[config.mk]
export PLATFORM = sky130hd
export DESIGN_NAME = counter
export DESIGN_NICKNAME = d
export VERILOG_FILES = /design/src/rtl/counter_pkg.sv /design/src/rtl/counter.sv
export SDC_FILE = /design/constraint.sdc
export NUM_CORES = 1
export LEC_CHECK = 0
export BUFFER_PORTS_ARGS = -buffer_cell sky130_fd_sc_hd__buf_2
export CORE_AREA = 2 2 39 41
export CTS_CLUSTER_DIAMETER = 100
export CTS_CLUSTER_SIZE = 14
export DETAILED_ROUTE_END_ITERATION = 7
export DIE_AREA = 0 0 41 43
export PLACE_DENSITY_LB_ADDON = 0.2
export SLEW_MARGIN = 10
export SYNTH_ARGS = -nofsm -noshare
export SYNTH_HDL_FRONTEND = slang
export SYNTH_SLANG_ARGS = --single-unit
[constraint.sdc]
create_clock -name clk -period 1.1 [get_ports clk]
set_input_delay 0.22 -clock clk [delete_from_list [all_inputs] [get_ports clk]]
set_output_delay 0.22 -clock clk [all_outputs]
set_load 0.1 [all_outputs]
[src/rtl/counter_pkg.sv]
// Shared defaults and count type for the counter block.
package counter_pkg;

  localparam int unsigned COUNTER_DEFAULT_WIDTH = 8;
  localparam int unsigned COUNTER_DEFAULT_STEP  = 1;

  typedef logic [COUNTER_DEFAULT_WIDTH-1:0] count_t;

endpackage

[src/rtl/counter.sv]
// Free-running up-counter with async active-high reset and wrap at MAX_VALUE.
// Define COUNTER_SATURATE_EN to stop at MAX_VALUE instead of wrapping.
module counter
  import counter_pkg::*;
#(
  parameter int unsigned     WIDTH     = COUNTER_DEFAULT_WIDTH,
  parameter longint unsigned STEP      = 64'(COUNTER_DEFAULT_STEP),
  parameter longint unsigned MAX_VALUE = (64'd1 << WIDTH) - 64'd1
) (
  output logic [WIDTH-1:0] value,
  input  logic             clk,
  input  logic             reset
);

  localparam int unsigned     SW   = WIDTH + 1;
  localparam longint unsigned FULL = (64'd1 << WIDTH) - 64'd1;

  // Elaboration-time parameter legality checks
  if (WIDTH < 2 || WIDTH > 32) begin : g_bad_width
    $fatal(1, "counter: WIDTH=%0d outside 2..32", WIDTH);
  end
  if (STEP < 1 || STEP > FULL) begin : g_bad_step
    $fatal(1, "counter: STEP=%0d outside 1..2**WIDTH-1", STEP);
  end
  if (MAX_VALUE < STEP || MAX_VALUE > FULL) begin : g_bad_max
    $fatal(1, "counter: MAX_VALUE=%0d outside STEP..2**WIDTH-1", MAX_VALUE);
  end

  logic [SW-1:0]    sum;
  logic [WIDTH-1:0] value_next;

  // value + STEP <= 2*MAX_VALUE, so a single subtraction completes the wrap
  always_comb begin
    sum        = SW'(value) + SW'(STEP);
    value_next = WIDTH'(sum);
    if (sum > SW'(MAX_VALUE)) begin
`ifdef COUNTER_SATURATE_EN
      value_next = WIDTH'(MAX_VALUE);
`else
      value_next = WIDTH'(sum - SW'(MAX_VALUE + 64'd1));
`endif
    end
  end

  always_ff @(posedge clk or posedge reset) begin
    if (reset) value <= '0;
    else       value <= value_next;
  end

endmodule

======== Yosys cells after proc, flatten, opt, wreduce, memory -nomap -nowiden ========
Index checks and enable logic that the tools add are counted.
word-level totals
  bits of input ports ..................... 2
  register bits ........................... 8
  output and inout port bits .............. 8
  logic and storage cells ................. 5
operators by class
  magnitude comparators ................... 1
  $add $sub $neg .......................... 2
  muxes and demuxes ....................... 1
operators by type and width
  operator             number
  $add 8x1->9 const B  1
  $gt 9x8->1 const B   1
  $mux 8               1
  $sub 8x1->8 const B  1

======== Depth between registers and ports, before layout ========
Gate-level depths: netlist of the first run.
  word-level depth ........................ 3
  depth in mapped cells ................... 3

======== Worst setup path before layout of the first run ========
OpenSTA, ideal clock, no wires.
  path type ............................... register to register
  start point ............................. reg value[0]
  end point ............................... reg value[4]
  data required time ...................... 0.942 ns
  period minus slack after synthesis ...... 1.712 ns
  data arrival time ....................... 1.553 ns
  stages on the path, launching flop included .. 4
  setup slack ............................. -0.612 ns
  buffers on the path ..................... 0
  cell sequence ........................... dfrtp_1 ha_1 nand3_1 xnor2_1
on the way
  longest elaborated chain between the ends .. 3
RTL lines
  item                                              line                          source
  from (decl)                                       counter.sv:10                 output logic [WIDTH-1:0] value,
  from (signal assigned)                            counter.sv:47                 else value <= value_next;
  $add 8x1->9 *                                     counter.sv:34                 sum = SW'(value) + SW'(STEP);
  net sum[4]                                        counter.sv:29                 logic [SW-1:0] sum;
  $sub 8x1->8 / $gt 9x8->1 (equally long branches)  counter.sv:40, counter.sv:36
  $mux 8 *                                          counter.sv:36                 if (sum > SW'(MAX_VALUE)) begin
The timed path passes the listed nets; every way through them passes the cells marked *.

======== Worst setup path after layout of the first run ========
  start point ............................. reg value[0]
  end point ............................... out value[0]
No word-level cell between the ends.

==> summary.txt, run 1 <==
Run status
  • Status: finished with violations
  • Violated checks: negative setup slack

Timing
  • Min cycle time layout: around 1.2 ns
  • Relative slew slack: 0.797
  • Unrepaired setup endpoints after global routing: yes
  • Tcrit/Tclk final: 1.05
  • Final hold viol count: 0
  • Worst-Margin Slew: around 0.3 ns
  • FMAX: approximately 870 MHz
  • Slew Viols, Final: 0
  • PnR worst setup slack: -0.0542 ns
  • # setup viols final: 6
  • Final Skew: between 0.0009 and 0.001 ns

Finish
  • Final cell count without fillers: 60
  • Final #Nets: 49
  • Top flop regs: value: 8 flops
  • Final Util: 0.473
  • Reg with most FFs: value
  • Max reg flops: 8
  • Antenna cell count: 0
  • Synthesis-to-layout area growth: 108%
  • Share of cells above drive strength 1: 0.750

Worst hold path
  • Hold WC Path Type: input port to async pin

Synthesis
  • Syn Std Cell Area: roughly 320 µm²
  • Synthesized instance count: 24
  • Seq/Total Area, Yosys: 0.635
  • Post-synth ARST share: 1.00
  • Top cell type's share of synthesized area: 0.635
  • Top post-synthesis cells by count: dfrtp_1 (8), nand3_1 (5), xnor2_1 (5), inv_1 (2)
  • Ys Warns: 0
  • Top-count cell post-synth: dfrtp_1
  • Largest area contributor in the netlist: dfrtp_1
  • Yosys reg bits: 8
  • Post-synth EDFFs: 0
  • Syn_nets: 27
  • Main synth FF type: dfrtp_1
  • Distinct cell type count after synthesis: 8
  • Mapped Avg Cell Area: 13.1 µm²
  • Largest cells by area after synthesis: dfrtp_1 (63%), xnor2_1 (14%), nand3_1 (7.9%)

Route
  • TritonRoute pass-1 iters: 3
  • Wire per inst: around 12 µm
  • Drt via density: 4.27
  • # DRC: 0
  • DRT antenna net count: 0
  • WL final: 692 µm
  • Iter 0 DRT Violations: 1
  • Routed vias: 256

Die
  • # IOs: 10
  • Initial Util: 0.228
  • Die W: about 41 µm
  • Core ar.: about 0.0014 mm²
  • Die area: 0.00176 mm²
  • Num rows: 14
  • Die height: 43 µm

Global route
  • Met2 Use GR: 0.100
  • GRT Total Usage: 0.0904
  • Grt ovf: 0
  • Largest net degree at the start of global routing: 9
  • Global-route met1 utilization: 0.130
  • First-pass GRT wire length: 986 µm
  • Vias in the first global route: between 200 and 250
  • Met3 usage: 0.0157
  • GRT busiest layer: met1
  • Initial antenna violation count: 0

Critical path
  • Setup crit start: value[0]$_DFF_PP0_
  • Cell family with most CP delay: flip-flops
  • CP Buf/Inv Count: 1
  • Cells along the critical path: buf_12
  • Critical Path AT: 0.93 ns
  • Reg2Reg Setup Slack: approximately 0.010 ns
  • CP endpoint: value[0]
  • Critical path's slowest cell: dfrtp_4
  • Reg2reg path depth: 4
  • Reg2reg end: value[6]$_DFF_PP0_
  • Critical path required time: 0.88 ns
  • Worst Setup Start Kind: register
  • CP Class: register to output pin
  • Worst r2r src: value[0]$_DFF_PP0_
  • Worst Path Max Fanout: 3
  • Delay of the slowest cell on the worst path: 0.50 ns
  • Critical Path End Type: output pin
  • Levels on crit path: 1

Placed design
  • Placed insts: ~50
  • Port Buffers: 9
  • Gpl congestion: 0.719

Clock network
  • Root Buffer: clkbuf_4
  • Clk buf depth: 2
  • Clk pin slew, worst setup/hold paths: 0.05 ns
  • Clk sinks: 8
  • CTS tree: done
  • CTS Buf Count: 3
  • Clock Latency Late Sink: 0.26 ns
  • H-tree lvl count: 1

Pwr
  • PwrDens: between 800 and 900 mW/mm²
  • PnR Total Power: 0.000531 W
  • Maximum vdd drop: 519 µV
  • Leakage: around 0.28 nW

Job
  • Maxcap violations: 0
-- power breakdown --
part	leakage, nW	internal, W	total, W	switching (W)
Sequential	0.0877	0.000294	0.000294	0
Combinational	0.176	0.00000379	0.0000100	0.00000624
Clock	0.0138	0.000125	0.000227	0.000102
-- tightest hold or removal path, delay by kind of cell --
kind,cells,cell delay (ns)
buffers and inverters,3,0.88
-- worst min-delay path by stage --
stage,startpoint,endpoint,slack [ns],depth (start not counted)
6_report,reset,value[0]$_DFF_PP0_,0.45,3
5_1_grt,reset,value[3]$_DFF_PP0_,0.47,3
4_1_cts,reset,value[1]$_DFF_PP0_,0.44,3
3_5_place_dp,reset,value[0]$_DFF_PP0_,0.17,2
3_3_place_gp,reset,value[0]$_DFF_PP0_,0.17,2
2_1_floorplan,reset,value[0]$_DFF_PP0_,0.04,1
-- through the flow --
step / setup TNS (ns) / setup slack, ns / hold slack, ns / instance area [µm²]
after floorplan: -0.475 / -0.140 / 0.0357 / 358
final: -0.272 / -0.0542 / 0.447 / 654
after detailed placement: 0 / 0.0878 / 0.174 / 543
after CTS: -0.316 / -0.0581 / 0.444 / 628
after global routing: -0.454 / -0.0697 / 0.474 / 654
after global placement: 0 / 0.121 / 0.171 / 543
-- cells by family after synthesis --
logic type / count (synthesis) / share of synthesized area
adders and majority gates: 1 / 0.0397
xor gates and xnor gates: 6 / 0.167
and+or+nand+nor: 7 / 0.135
buffers and inverters: 2 / 0.0238
DFF: 8 / 0.635
-- metal layers --
layer / wire [µm] / vias to the layer above / share of wire
met3: 33 / 2 / 0.048
met1: 287 / 126 / 0.41
li1: - / 119 / -
met4: 12 / 0 / 0.017
met2: 358 / 9 / 0.52
met5: 0 / - / 0
-- placed cells by master, fill, tap and decap left out --
cell	instances
and3_1	1
and3_4	1
buf_12	8
buf_2	1
buf_4	4
buf_6	3
clkbuf_4	3
dfrtp_2	2
dfrtp_4	6
dlygate4sd3_1	1
ha_4	1
inv_1	2
nand3_1	1
nand3_2	4
xnor2_1	5
xor2_1	1
-- cell type report --
cell class              instances  area, µm²
clock buffers                   3       22.5
fillers                       129        729
inverters                       2       7.51
multi-input cells              14        140
flip-flops and latches          8        225
well taps                      16       20.0
repair buffers                 17        239
-- repair_timing --
item	in CTS	in global routing
pin swaps	0	3
setup endpoints to repair	7	10
gates cloned	0	0
hold buffers	1	0
gates resized for setup	0	6
setup buffers	7	0
endpoints found under the hold margin	8	0
(Power assumes the default switching activity.)
==> run 2, diff against run 1 <==
--- a/config.mk
+++ b/config.mk
@@ -5,6 +5,7 @@
 export SDC_FILE = /design/constraint.sdc
 export NUM_CORES = 1
 export LEC_CHECK = 0
+export ABC_AREA = 1
 export BUFFER_PORTS_ARGS = -buffer_cell sky130_fd_sc_hd__buf_2
 export CORE_AREA = 2 2 39 41
 export CTS_CLUSTER_DIAMETER = 100
==> run 2 against run 1 <==
The run still ends with negative setup slack left. Fmax shrank 0.45%. Sequential power about the same. First-iteration DRC count increased by 100%. Non-clock buffer count did not move. Wire length up 2.2%. Critical path type unchanged. Largest cell class is now registers. Highest routed layer is now met3.
==> summary.txt, run 2 <==
Run status
  • Status: finished with violations
  • Violated checks: negative setup slack

Placed design
  • Port Buffers: 9 (unchanged)
  • Gpl congestion: 0.645 (-10%)
  • Worst slack, placed: 0.0759 ns (-0.0119 ns)
  • Dpl hpwl: 449 µm

Job
  • Maxcap violations: 0 (unchanged)

Finish
  • Most frequent cells in the layout: nand2_1 (11), buf_12 (8), buf_4 (7), dfrtp_4 (7), inv_1 (5)
  • Share of cells above drive strength 1: 0.526 (-0.224)
  • Most common cell after layout, fill and taps aside: nand2_1
  • Reg with most FFs: value
  • Final #Nets: 62 (+27%)
  • Antenna cell count: 0 (unchanged)
  • Top flop regs: value: 8 flops
  • Max reg flops: 8 (unchanged)
  • Synthesis-to-layout area growth: 93.7%

Die
  • Die area: 0.00176 mm² (unchanged)
  • Die W: 41 µm (unchanged)
  • Initial Util: 0.245 (+0.0172)
  • Die height: 43 µm (unchanged)
  • # IOs: 10 (unchanged)
  • Core ar.: 0.00138 mm² (unchanged)
  • Num rows: 14 (unchanged)

Critical path
  • CP Class: register to output pin
  • Cell family with most CP delay: flip-flops
  • Critical Path AT: 0.94 ns (about the same)
  • Reg2reg end: value[5]$_DFF_PP0_
  • Delay of the slowest cell on the worst path: 0.51 ns (about the same)
  • Worst Path Max Fanout: 4 (+1)
  • Cells along the critical path: buf_12
  • Critical path required time: 0.88 ns (about the same)
  • Worst Setup Start Kind: register
  • Worst r2r src: value[2]$_DFF_PP0_
  • Critical Path End Type: output pin
  • Critical path's slowest cell: dfrtp_4
  • Setup crit start: value[0]$_DFF_PP0_
  • Reg2Reg Setup Slack: 0.05 ns (+0.04 ns)
  • CP Buf/Inv Count: 1 (unchanged)
  • Reg2reg path depth: 5 (+1)

Route
  • # DRC: 0 (unchanged)
  • TritonRoute pass-1 iters: 2 (-1)
  • Wire per inst: 9.68 µm (-16%)
  • WL final: 707 µm (+2.2%)
  • Iter 0 DRT Violations: 2 (+1)
  • DRT antenna net count: 0 (unchanged)
  • Drt via density: 4.16 (-2.4%)
  • Routed vias: 304 (+19%)

Pwr
  • NetSw: 0.000105 W (-3.2%)
  • Net Sw Frac: 0.199 (-0.00517)
  • Internal power: 0.000423 W (about the same)
  • Maximum vdd drop: 509 µV (-2.0%)
  • PwrDens: 803 mW/mm² (-1.1%)
  • Clock Power Share: 0.423 (-0.005)
  • Seq pwr share: 0.558 (+0.004)
  • PnR Total Power: 0.000528 W (-0.70%)
  • Combinational power share: 0.019 (about the same)
  • Leakage: 0.303 nW (+9.4%)

Global route
  • Initial antenna violation count: 0 (unchanged)
  • GRT Total Usage: 0.112 (+0.0211)
  • First-pass GRT wire length: 1190 µm (+21%)
  • Vias in the first global route: 276 (+14%)
  • Grt ovf: 0 (unchanged)
  • Largest net degree at the start of global routing: 9 (unchanged)

Clock network
  • Clk buf depth: 2 (unchanged)
  • H-tree lvl count: 1 (unchanged)
  • Clock Latency Late Sink: 0.25 ns (about the same)
  • Clk sinks: 8 (unchanged)
  • CTS tree: done
  • Clk pin slew, worst setup/hold paths: 0.06 ns (about the same)
  • Root Buffer: clkbuf_4
  • CTS Buf Count: 3 (unchanged)

Timing
  • Tcrit/Tclk final: 1.05 (+0.00473)
  • Worst-Margin Slew: 0.314 ns (+0.00941 ns)
  • FMAX: 863 MHz (-0.45%)
  • # setup viols final: 7 (+1)
  • PnR worst setup slack: -0.0594 ns (-0.00520 ns)
  • Unrepaired setup endpoints after global routing: yes
  • Final Skew: 0.00564 ns (+0.00464 ns)
  • Min cycle time layout: 1.16 ns (+0.00520 ns)
  • Relative slew slack: 0.790 (-0.00628)
  • Final hold viol count: 0 (unchanged)
  • Slew Viols, Final: 0 (unchanged)

Synthesis
  • Largest cells by area after synthesis: dfrtp_1 (59%), nand2_1 (12%), inv_1 (5.5%)
  • Syn Std Cell Area: 339 µm² (+7.5%)
  • Seq/Total Area, Yosys: 0.590 (-0.0445)
  • Largest area contributor in the netlist: dfrtp_1
  • Post-synth ARST share: 1.00 (unchanged)
  • Synthesized instance count: 37 (+54%)
  • Yosys reg bits: 8 (unchanged)
  • Top-count cell post-synth: nand2_1
  • Mapped Avg Cell Area: 9.16 µm² (-30%)
  • Distinct cell type count after synthesis: 9 (+1)
  • Post-synth EDFFs: 0 (unchanged)
  • Main synth FF type: dfrtp_1
  • Top post-synthesis cells by count: nand2_1 (11), dfrtp_1 (8), inv_1 (5), nor2_1 (4), nand3_1 (3)
  • Syn_nets: 40 (+48%)
  • Ys Warns: 0 (unchanged)
  • Top cell type's share of synthesized area: 0.590 (-0.0445)

Worst hold path
  • Hold WC Path Type: input port to async pin
==> run 2: cell types whose count changed in the layout (fill, tap and decap cells not counted), sizes merged <==
cell / change
o21ai: +2
and3: -2
nor2: +4
inv: +3
xnor2: -3
nand3: -2
nand2: +11
==> run 2: per-layer routing <==
layer  vias up  global-route usage  part of all wire
met5         -                   0                 0
met4         0              0.0800                 0
met3         0              0.0838             0.052
met2         8               0.138              0.54
met1       142               0.126              0.40
li1        154                   -                 -
==> run 2: final cells by class <==
class                   instances  area [µm²]
fillers                       125         727
flip-flops and latches          8         228
multi-input cells              24         140
clock buffers                   3        22.5
repair buffers                 17         228
inverters                       5        18.8
well taps                      16        20.0
==> run 2: stage by stage <==
step / std cells / util / hold slack [ns] / cell area (µm²) / setup TNS, ns
after floorplan: 37 / - / 0.0357 / 384 / -0.246
after global placement: 62 / 0.411 / 0.179 / 569 / 0
after detailed placement: 62 / 0.411 / 0.180 / 569 / 0
after CTS: 72 / 0.467 / 0.450 / 647 / -0.325
after global routing: 73 / 0.475 / 0.469 / 657 / -0.508
final: 73 / 0.475 / 0.449 / 657 / -0.273
==> run 2: cell families (layout without fill, tap and decap cells) <==
logic type                 after synthesis  after routing  share of synthesized area
and+or+nand+nor                         18             18                      0.210
DFF                                      8              8                      0.590
buffers and inverters                    5             25                     0.0554
xor gates and xnor gates                 3              3                     0.0775
AOI/OAI and AO/OA                        2              2                     0.0295
adders and majority gates                1              1                     0.0369
==> run 2: worst max-delay path by stage <==
stage | to | slack [ns] | cells past startpoint
after global placement | value[6]$_DFF_PP0_ | 0.09 | 5
after detailed placement | value[6]$_DFF_PP0_ | 0.08 | 5
after floorplan | value[6]$_DFF_PP0_ | -0.11 | 4
final | value[0] | -0.06 | 1
after global routing | value[0] | -0.09 | 1
after CTS | value[0] | -0.07 | 1
==> run 2: power groups by stage <==
stage	clock network, W	logic, W	registers (W)
after global placement	0	0.00000783	0.000300
after floorplan	0	0.00000460	0.000300
after CTS	0.000231	0.0000105	0.000294
after detailed placement	0	0.00000788	0.000300
after global routing	0.000255	0.0000119	0.000294
final	0.000223	0.0000101	0.000294
==> run 2: repair_timing <==
action	4_1_cts	5_1_grt
cloned	0	0
endpoints found under the hold margin	8	0
gates resized for setup	0	1
setup buffers	6	1
hold buffers	1	0
endpoints found under the setup margin	7	10
